--- src/rtl/dmem_arbiter_if.sv ---
// Bus bundle between dmem_arbiter, its two requesters and the single-port DMEM.
// slave = arbiter side, master = requester/memory side.
interface dmem_arbiter_if #(
    parameter int ADDR_W = 11,
    parameter int DATA_W = 32
);
    logic              m0_req;
    logic              m0_we;
    logic [ADDR_W-1:0] m0_addr;
    logic [DATA_W-1:0] m0_wdata;
    logic              m0_ack;
    logic [DATA_W-1:0] m0_rdata;

    logic              m1_req;
    logic              m1_we;
    logic [ADDR_W-1:0] m1_addr;
    logic [DATA_W-1:0] m1_wdata;
    logic              m1_ack;
    logic [DATA_W-1:0] m1_rdata;

    logic              dm_ena;
    logic              dm_w;
    logic              dm_r;
    logic [ADDR_W-1:0] dm_addr;
    logic [DATA_W-1:0] dm_wdata;
    logic [DATA_W-1:0] dm_rdata;

    logic              busy;
    logic              owner;

    modport slave (
        input  m0_req, m0_we, m0_addr, m0_wdata,
        input  m1_req, m1_we, m1_addr, m1_wdata,
        input  dm_rdata,
        output m0_ack, m0_rdata, m1_ack, m1_rdata,
        output dm_ena, dm_w, dm_r, dm_addr, dm_wdata,
        output busy, owner
    );

    modport master (
        output m0_req, m0_we, m0_addr, m0_wdata,
        output m1_req, m1_we, m1_addr, m1_wdata,
        output dm_rdata,
        input  m0_ack, m0_rdata, m1_ack, m1_rdata,
        input  dm_ena, dm_w, dm_r, dm_addr, dm_wdata,
        input  busy, owner
    );
endinterface

--- src/rtl/dmem_arbiter.sv ---
// Two-port arbiter/sequencer for the single-port DMEM: IDLE -> ACCESS -> DONE per word.
// Define DMEM_ARB_RR_EN for round-robin tie-breaking; otherwise port 0 has fixed priority.
module dmem_arbiter #(
    parameter int ADDR_W = 11,
    parameter int DATA_W = 32
) (
    input  logic           clk,
    input  logic           rst,
    dmem_arbiter_if.slave  bus
);
    typedef enum logic [1:0] {
        IDLE,
        ACCESS,
        DONE
    } state_t;

    state_t            state;
    logic              lat_we;
    logic              grant;
    logic              sel_we;
    logic [ADDR_W-1:0] sel_addr;
    logic [DATA_W-1:0] sel_wdata;

    // Winner selection; only consulted in IDLE when at least one port requests.
    always_comb begin
        grant = 1'b0;
        if (bus.m0_req && bus.m1_req) begin
`ifdef DMEM_ARB_RR_EN
            grant = ~bus.owner;
`else
            grant = 1'b0;
`endif
        end else if (bus.m1_req) begin
            grant = 1'b1;
        end
        sel_we    = grant ? bus.m1_we    : bus.m0_we;
        sel_addr  = grant ? bus.m1_addr  : bus.m0_addr;
        sel_wdata = grant ? bus.m1_wdata : bus.m0_wdata;
    end

    always_ff @(posedge clk) begin
        if (rst) begin
            state        <= IDLE;
            lat_we       <= 1'b0;
            bus.m0_ack   <= 1'b0;
            bus.m1_ack   <= 1'b0;
            bus.m0_rdata <= '0;
            bus.m1_rdata <= '0;
            bus.dm_ena   <= 1'b0;
            bus.dm_w     <= 1'b0;
            bus.dm_r     <= 1'b0;
            bus.dm_addr  <= '0;
            bus.dm_wdata <= '0;
            bus.busy     <= 1'b0;
            bus.owner    <= 1'b1;
        end else begin
            case (state)
                IDLE: begin
                    bus.m0_ack <= 1'b0;
                    bus.m1_ack <= 1'b0;
                    if (bus.m0_req || bus.m1_req) begin
                        state        <= ACCESS;
                        bus.owner    <= grant;
                        lat_we       <= sel_we;
                        bus.dm_ena   <= 1'b1;
                        bus.dm_w     <= sel_we;
                        bus.dm_r     <= ~sel_we;
                        bus.dm_addr  <= sel_addr;
                        bus.dm_wdata <= sel_wdata;
                        bus.busy     <= 1'b1;
                    end
                end
                ACCESS: begin
                    // dm_rdata is combinational from the latched address, so it is valid here.
                    if (!lat_we) begin
                        if (bus.owner) bus.m1_rdata <= bus.dm_rdata;
                        else           bus.m0_rdata <= bus.dm_rdata;
                    end
                    bus.dm_ena <= 1'b0;
                    bus.dm_w   <= 1'b0;
                    bus.dm_r   <= 1'b0;
                    bus.m0_ack <= ~bus.owner;
                    bus.m1_ack <= bus.owner;
                    state      <= DONE;
                end
                DONE: begin
                    bus.m0_ack <= 1'b0;
                    bus.m1_ack <= 1'b0;
                    bus.busy   <= 1'b0;
                    state      <= IDLE;
                end
                default: begin
                    state <= IDLE;
                end
            endcase
        end
    end
endmodule

--- src/flat_wrapper.sv ---
// flat-port wrapper written by rule: the top's interface ports become plain ports
module dmem_arbiter_flat 
#(
    parameter int ADDR_W = 11,
    parameter int DATA_W = 32
)
  (clk, rst, bus_m0_req, bus_m0_we, bus_m0_addr, bus_m0_wdata, bus_m1_req, bus_m1_we, bus_m1_addr, bus_m1_wdata, bus_dm_rdata, bus_m0_ack, bus_m0_rdata, bus_m1_ack, bus_m1_rdata, bus_dm_ena, bus_dm_w, bus_dm_r, bus_dm_addr, bus_dm_wdata, bus_busy, bus_owner);
  dmem_arbiter_if #(.ADDR_W(ADDR_W), .DATA_W(DATA_W)) bus_i ();
  input  logic clk;
  input  logic rst;
  input wire logic [$bits(bus_i.m0_req)-1:0] bus_m0_req;
  input wire logic [$bits(bus_i.m0_we)-1:0] bus_m0_we;
  input wire logic [$bits(bus_i.m0_addr)-1:0] bus_m0_addr;
  input wire logic [$bits(bus_i.m0_wdata)-1:0] bus_m0_wdata;
  input wire logic [$bits(bus_i.m1_req)-1:0] bus_m1_req;
  input wire logic [$bits(bus_i.m1_we)-1:0] bus_m1_we;
  input wire logic [$bits(bus_i.m1_addr)-1:0] bus_m1_addr;
  input wire logic [$bits(bus_i.m1_wdata)-1:0] bus_m1_wdata;
  input wire logic [$bits(bus_i.dm_rdata)-1:0] bus_dm_rdata;
  output wire logic [$bits(bus_i.m0_ack)-1:0] bus_m0_ack;
  output wire logic [$bits(bus_i.m0_rdata)-1:0] bus_m0_rdata;
  output wire logic [$bits(bus_i.m1_ack)-1:0] bus_m1_ack;
  output wire logic [$bits(bus_i.m1_rdata)-1:0] bus_m1_rdata;
  output wire logic [$bits(bus_i.dm_ena)-1:0] bus_dm_ena;
  output wire logic [$bits(bus_i.dm_w)-1:0] bus_dm_w;
  output wire logic [$bits(bus_i.dm_r)-1:0] bus_dm_r;
  output wire logic [$bits(bus_i.dm_addr)-1:0] bus_dm_addr;
  output wire logic [$bits(bus_i.dm_wdata)-1:0] bus_dm_wdata;
  output wire logic [$bits(bus_i.busy)-1:0] bus_busy;
  output wire logic [$bits(bus_i.owner)-1:0] bus_owner;
  assign bus_i.m0_req = bus_m0_req;
  assign bus_i.m0_we = bus_m0_we;
  assign bus_i.m0_addr = bus_m0_addr;
  assign bus_i.m0_wdata = bus_m0_wdata;
  assign bus_i.m1_req = bus_m1_req;
  assign bus_i.m1_we = bus_m1_we;
  assign bus_i.m1_addr = bus_m1_addr;
  assign bus_i.m1_wdata = bus_m1_wdata;
  assign bus_i.dm_rdata = bus_dm_rdata;
  assign bus_m0_ack = bus_i.m0_ack;
  assign bus_m0_rdata = bus_i.m0_rdata;
  assign bus_m1_ack = bus_i.m1_ack;
  assign bus_m1_rdata = bus_i.m1_rdata;
  assign bus_dm_ena = bus_i.dm_ena;
  assign bus_dm_w = bus_i.dm_w;
  assign bus_dm_r = bus_i.dm_r;
  assign bus_dm_addr = bus_i.dm_addr;
  assign bus_dm_wdata = bus_i.dm_wdata;
  assign bus_busy = bus_i.busy;
  assign bus_owner = bus_i.owner;
  dmem_arbiter #(.ADDR_W(ADDR_W), .DATA_W(DATA_W)) u_core (.clk(clk), .rst(rst), .bus(bus_i));
endmodule
--- config.mk ---
export PLATFORM = sky130hd
export DESIGN_NAME = dmem_arbiter_flat
export DESIGN_NICKNAME = d
export VERILOG_FILES = /design/src/rtl/dmem_arbiter_if.sv /design/src/rtl/dmem_arbiter.sv /design/src/flat_wrapper.sv
export SDC_FILE = /design/constraint.sdc
export NUM_CORES = 1
export LEC_CHECK = 0
export ABC_AREA = 0
export CAP_MARGIN = 15
export CORE_AREA = 2 2 112 114
export DETAILED_ROUTE_END_ITERATION = 8
export DIE_AREA = 0 0 114 116
export PLACE_DENSITY = 0.8
export SLEW_MARGIN = 20
export SYNTH_ARGS = -nofsm -noshare
export SYNTH_HDL_FRONTEND = slang
export SYNTH_SLANG_ARGS = --single-unit
--- constraint.sdc ---
create_clock -name clk -period 1.7 [get_ports clk]
set_input_delay 0.34 -clock clk [delete_from_list [all_inputs] [get_ports clk]]
set_output_delay 0.34 -clock clk [all_outputs]
set_load 0.02 [all_outputs]
==> results.sh <==
export IMPL_outcome="finished clean"
export IMPL_drv_cap=0
export IMPL_mostFrequentLayoutCells="218 x nand2_1, 126 x clkdlybuf4s50_1, 117 x dfxtp_1, 110 x a21oi_1, 72 x dlygate4sd2_1"
export IMPL_dp_hpwl_um=11100
export IMPL_routedWlPerCell_um=16.3
export IMPL_skew_ps=9.43
export IMPL_worst_slew_pin_slew_ps=495
export IMPL_portBuffers=237
export IMPL_ys_seq_area_frac=0.485
export IMPL_fmax_mhz=592
export IMPL_timing_critical_path_buf_inv=1
export IMPL_dp_slack_ps=-177
export IMPL_register_area_um2=2340
export IMPL_yosysTopAreaCell="dfxtp_1"
export IMPL_multi_input_area_um2=2210
export IMPL_grt_overflow=0
export IMPL_whs_ps=375
export IMPL_wl_met1_um=6140
export IMPL_grt_max_degree=51
export IMPL_syn_nets=695
export IMPL_worst_setup_path_type="flip-flop to primary output"
export IMPL_synthDistinctLibCells=29
export IMPL_cts_sinks=117
export IMPL_nets=921
export IMPL_path_delay_family="buffers and inverters"
export IMPL_path_clk_slew_ps=50
export IMPL_synth_area_leaders="dfxtp_1 48%, nand2_1 17%, a311oi_2 12%"
export IMPL_core_area_um2=11900
export IMPL_drive_gt1_frac=0.121
export IMPL_cts_buffers=17
export IMPL_routed_wirelength_um=15600
export IMPL_p_leak_nw=3.83
export IMPL_setup_ws_ps=11.3
export IMPL_htree_levels=4
export IMPL_routabilityCongestion=0.790
export IMPL_layout_commonest_cell="nand2_1"
export IMPL_num_vias=4983
export IMPL_cts_tree="done"
export IMPL_hold_viol=0
export IMPL_hp_class="primary input to flip-flop"
export IMPL_fin_crit_ps=1690
export IMPL_synth_top_area_frac=0.485
export IMPL_period_share=0.993
export IMPL_crit_chain="clkdlybuf4s50_1"
export IMPL_clockBufferDepth=2
export IMPL_drt_pass1_iter_count=4
export IMPL_drt_iter0_markers=441
export IMPL_startpoint_type="flip-flop"
export IMPL_antenna_found_initial=0
export IMPL_cp_arrival_ps=1350
export IMPL_max_slew_margin=0.670
export IMPL_cp_end_kind="primary output"
export IMPL_io_pins=238
export IMPL_initial_core_util=0.405
export IMPL_report_final_setup_viol=0
export IMPL_drc=0
export IMPL_wl_met2_um=7880
export IMPL_avgSynthCellArea_um2=8.46
export IMPL_yosysWarningCount=0
export IMPL_slowest_delay_ps=620
export IMPL_grt_pass1_wl_um=23900
export IMPL_peakVddDrop_mv=0.561
export IMPL_die_h_um=116
export IMPL_antenna_cells=0
export IMPL_cts_setup_buffers=0
export IMPL_final_util=0.675
export IMPL_slew_violations=0
export IMPL_fp_row_count=40
export IMPL_syn_inst=571
export IMPL_critPathRequiredTime_ps=1360
export IMPL_top_layer="met4"
export IMPL_mappedNetlistArea_um2=4830
export IMPL_cts_hold_buf=0
export IMPL_dieArea_um2=13200
export IMPL_postRouteAntennaNets=0
export IMPL_met3_length_um=1340
export IMPL_grt_usage=0.230
export IMPL_insertion_delay_ps=400
export IMPL_ys_ff_latch=117
export IMPL_critical_path_slowest_cell="clkdlybuf4s50_1"
export IMPL_cts_root_buffer="clkbuf_16"
export IMPL_cp_max_fo=2
export IMPL_powerDensity_nw_per_um2=1060
export IMPL_fillers=945
export IMPL_area_growth_pct=66.5
export IMPL_die_width_um=114
export IMPL_grt_pass1_vias=5030
export IMPL_via_per_inst=5.21
==> stage by stage <==
stage	power, mW	setup TNS (ps)	cells	instance area (µm²)
after floorplan	4.00	0	571	4830
after global placement	4.86	-3220	925	7410
after detailed placement	4.91	-4890	925	7410
after CTS	8.57	0	956	7950
after global routing	8.83	-35.1	956	8040
final	8.50	0	956	8040
==> worst paths after layout <==
check	start	to	slack (ps)	cells past startpoint
setup / recovery	u_core.bus.m1_rdata[21]$_SDFFE_PP0P_	bus_m1_rdata[21]	10	1
hold / removal	rst	u_core.state[0]$_SDFFE_PP0P_	380	2
setup reg to reg	u_core.state[0]$_SDFFE_PP0P_	u_core.bus.m0_rdata[12]$_SDFFE_PP0P_	120	4
hold reg to reg	u_core.bus.dm_ena$_SDFFE_PP0P_	u_core.bus.dm_ena$_SDFFE_PP0P_	450	2
==> logic make-up (layout without fill, tap and decap cells) <==
family | Yosys count | after routing | synth area share
AOI/OAI and AO/OA | 161 | 161 | 0.254
and+or+nand+nor | 238 | 238 | 0.198
buffers and inverters | 55 | 293 | 0.0627
DFF | 117 | 117 | 0.485
==> area by class of cell <==
cell class / instances / share of cell area
Inverter: 1 / 0.000467
Multi-Input combinational cell: 399 / 0.275
Sequential cell: 117 / 0.291
Clock buffer: 22 / 0.0590
Tap cell: 147 / 0.0229
Timing Repair Buffer: 261 / 0.333
Clock inverter: 9 / 0.0187
==> Yosys cell counts (all sizes together) <==
master / count
a21o: 2
a21oi: 110
a221oi: 1
a22o: 1
a22oi: 1
a311oi: 43
and2: 1
and4bb: 1
buf: 27
clkbuf: 27
dfxtp: 117
inv: 1
nand2: 218
nand2b: 4
nand3b: 1
nand4bb: 1
nor2: 5
nor2b: 2
nor3: 1
nor4b: 1
o21ai: 1
o32ai: 2
or2: 2
or4b: 1
==> registers in the layout (all words and copies together) (netlist names) <==
signal	flops
u_core.bus.m1_rdata	32
u_core.bus.m0_rdata	32
u_core.bus.dm_r	1
u_core.bus.m1_ack	1
u_core.bus.dm_wdata	32
u_core.bus.busy	1
u_core.bus.m0_ack	1
u_core.lat_we	1
u_core.bus.owner	1
u_core.bus.dm_ena	1
u_core.state	2
u_core.bus.dm_w	1
u_core.bus.dm_addr	11
==> what timing repair did <==
item,4_1_cts,5_1_grt
resized for setup,72,38
endpoints found under the setup margin,72,38
endpoints found under the hold margin,0,0
gates cloned,0,0
==> where the power goes <==
group,internal (mW),total [mW],switching [mW]
clock network,2.55,3.76,1.20
registers,2.95,3.07,0.117
logic,0.785,1.67,0.886
==> routing by layer <==
| layer | GRT usage | vias up |
|---|---|---|
| met5 | 0 | - |
| met4 | 0.0911 | 0 |
| met3 | 0.0853 | 26 |
| met2 | 0.410 | 226 |
| met1 | 0.248 | 2329 |
| li1 | - | 2402 |
Power figures use the tool's default switching activity.
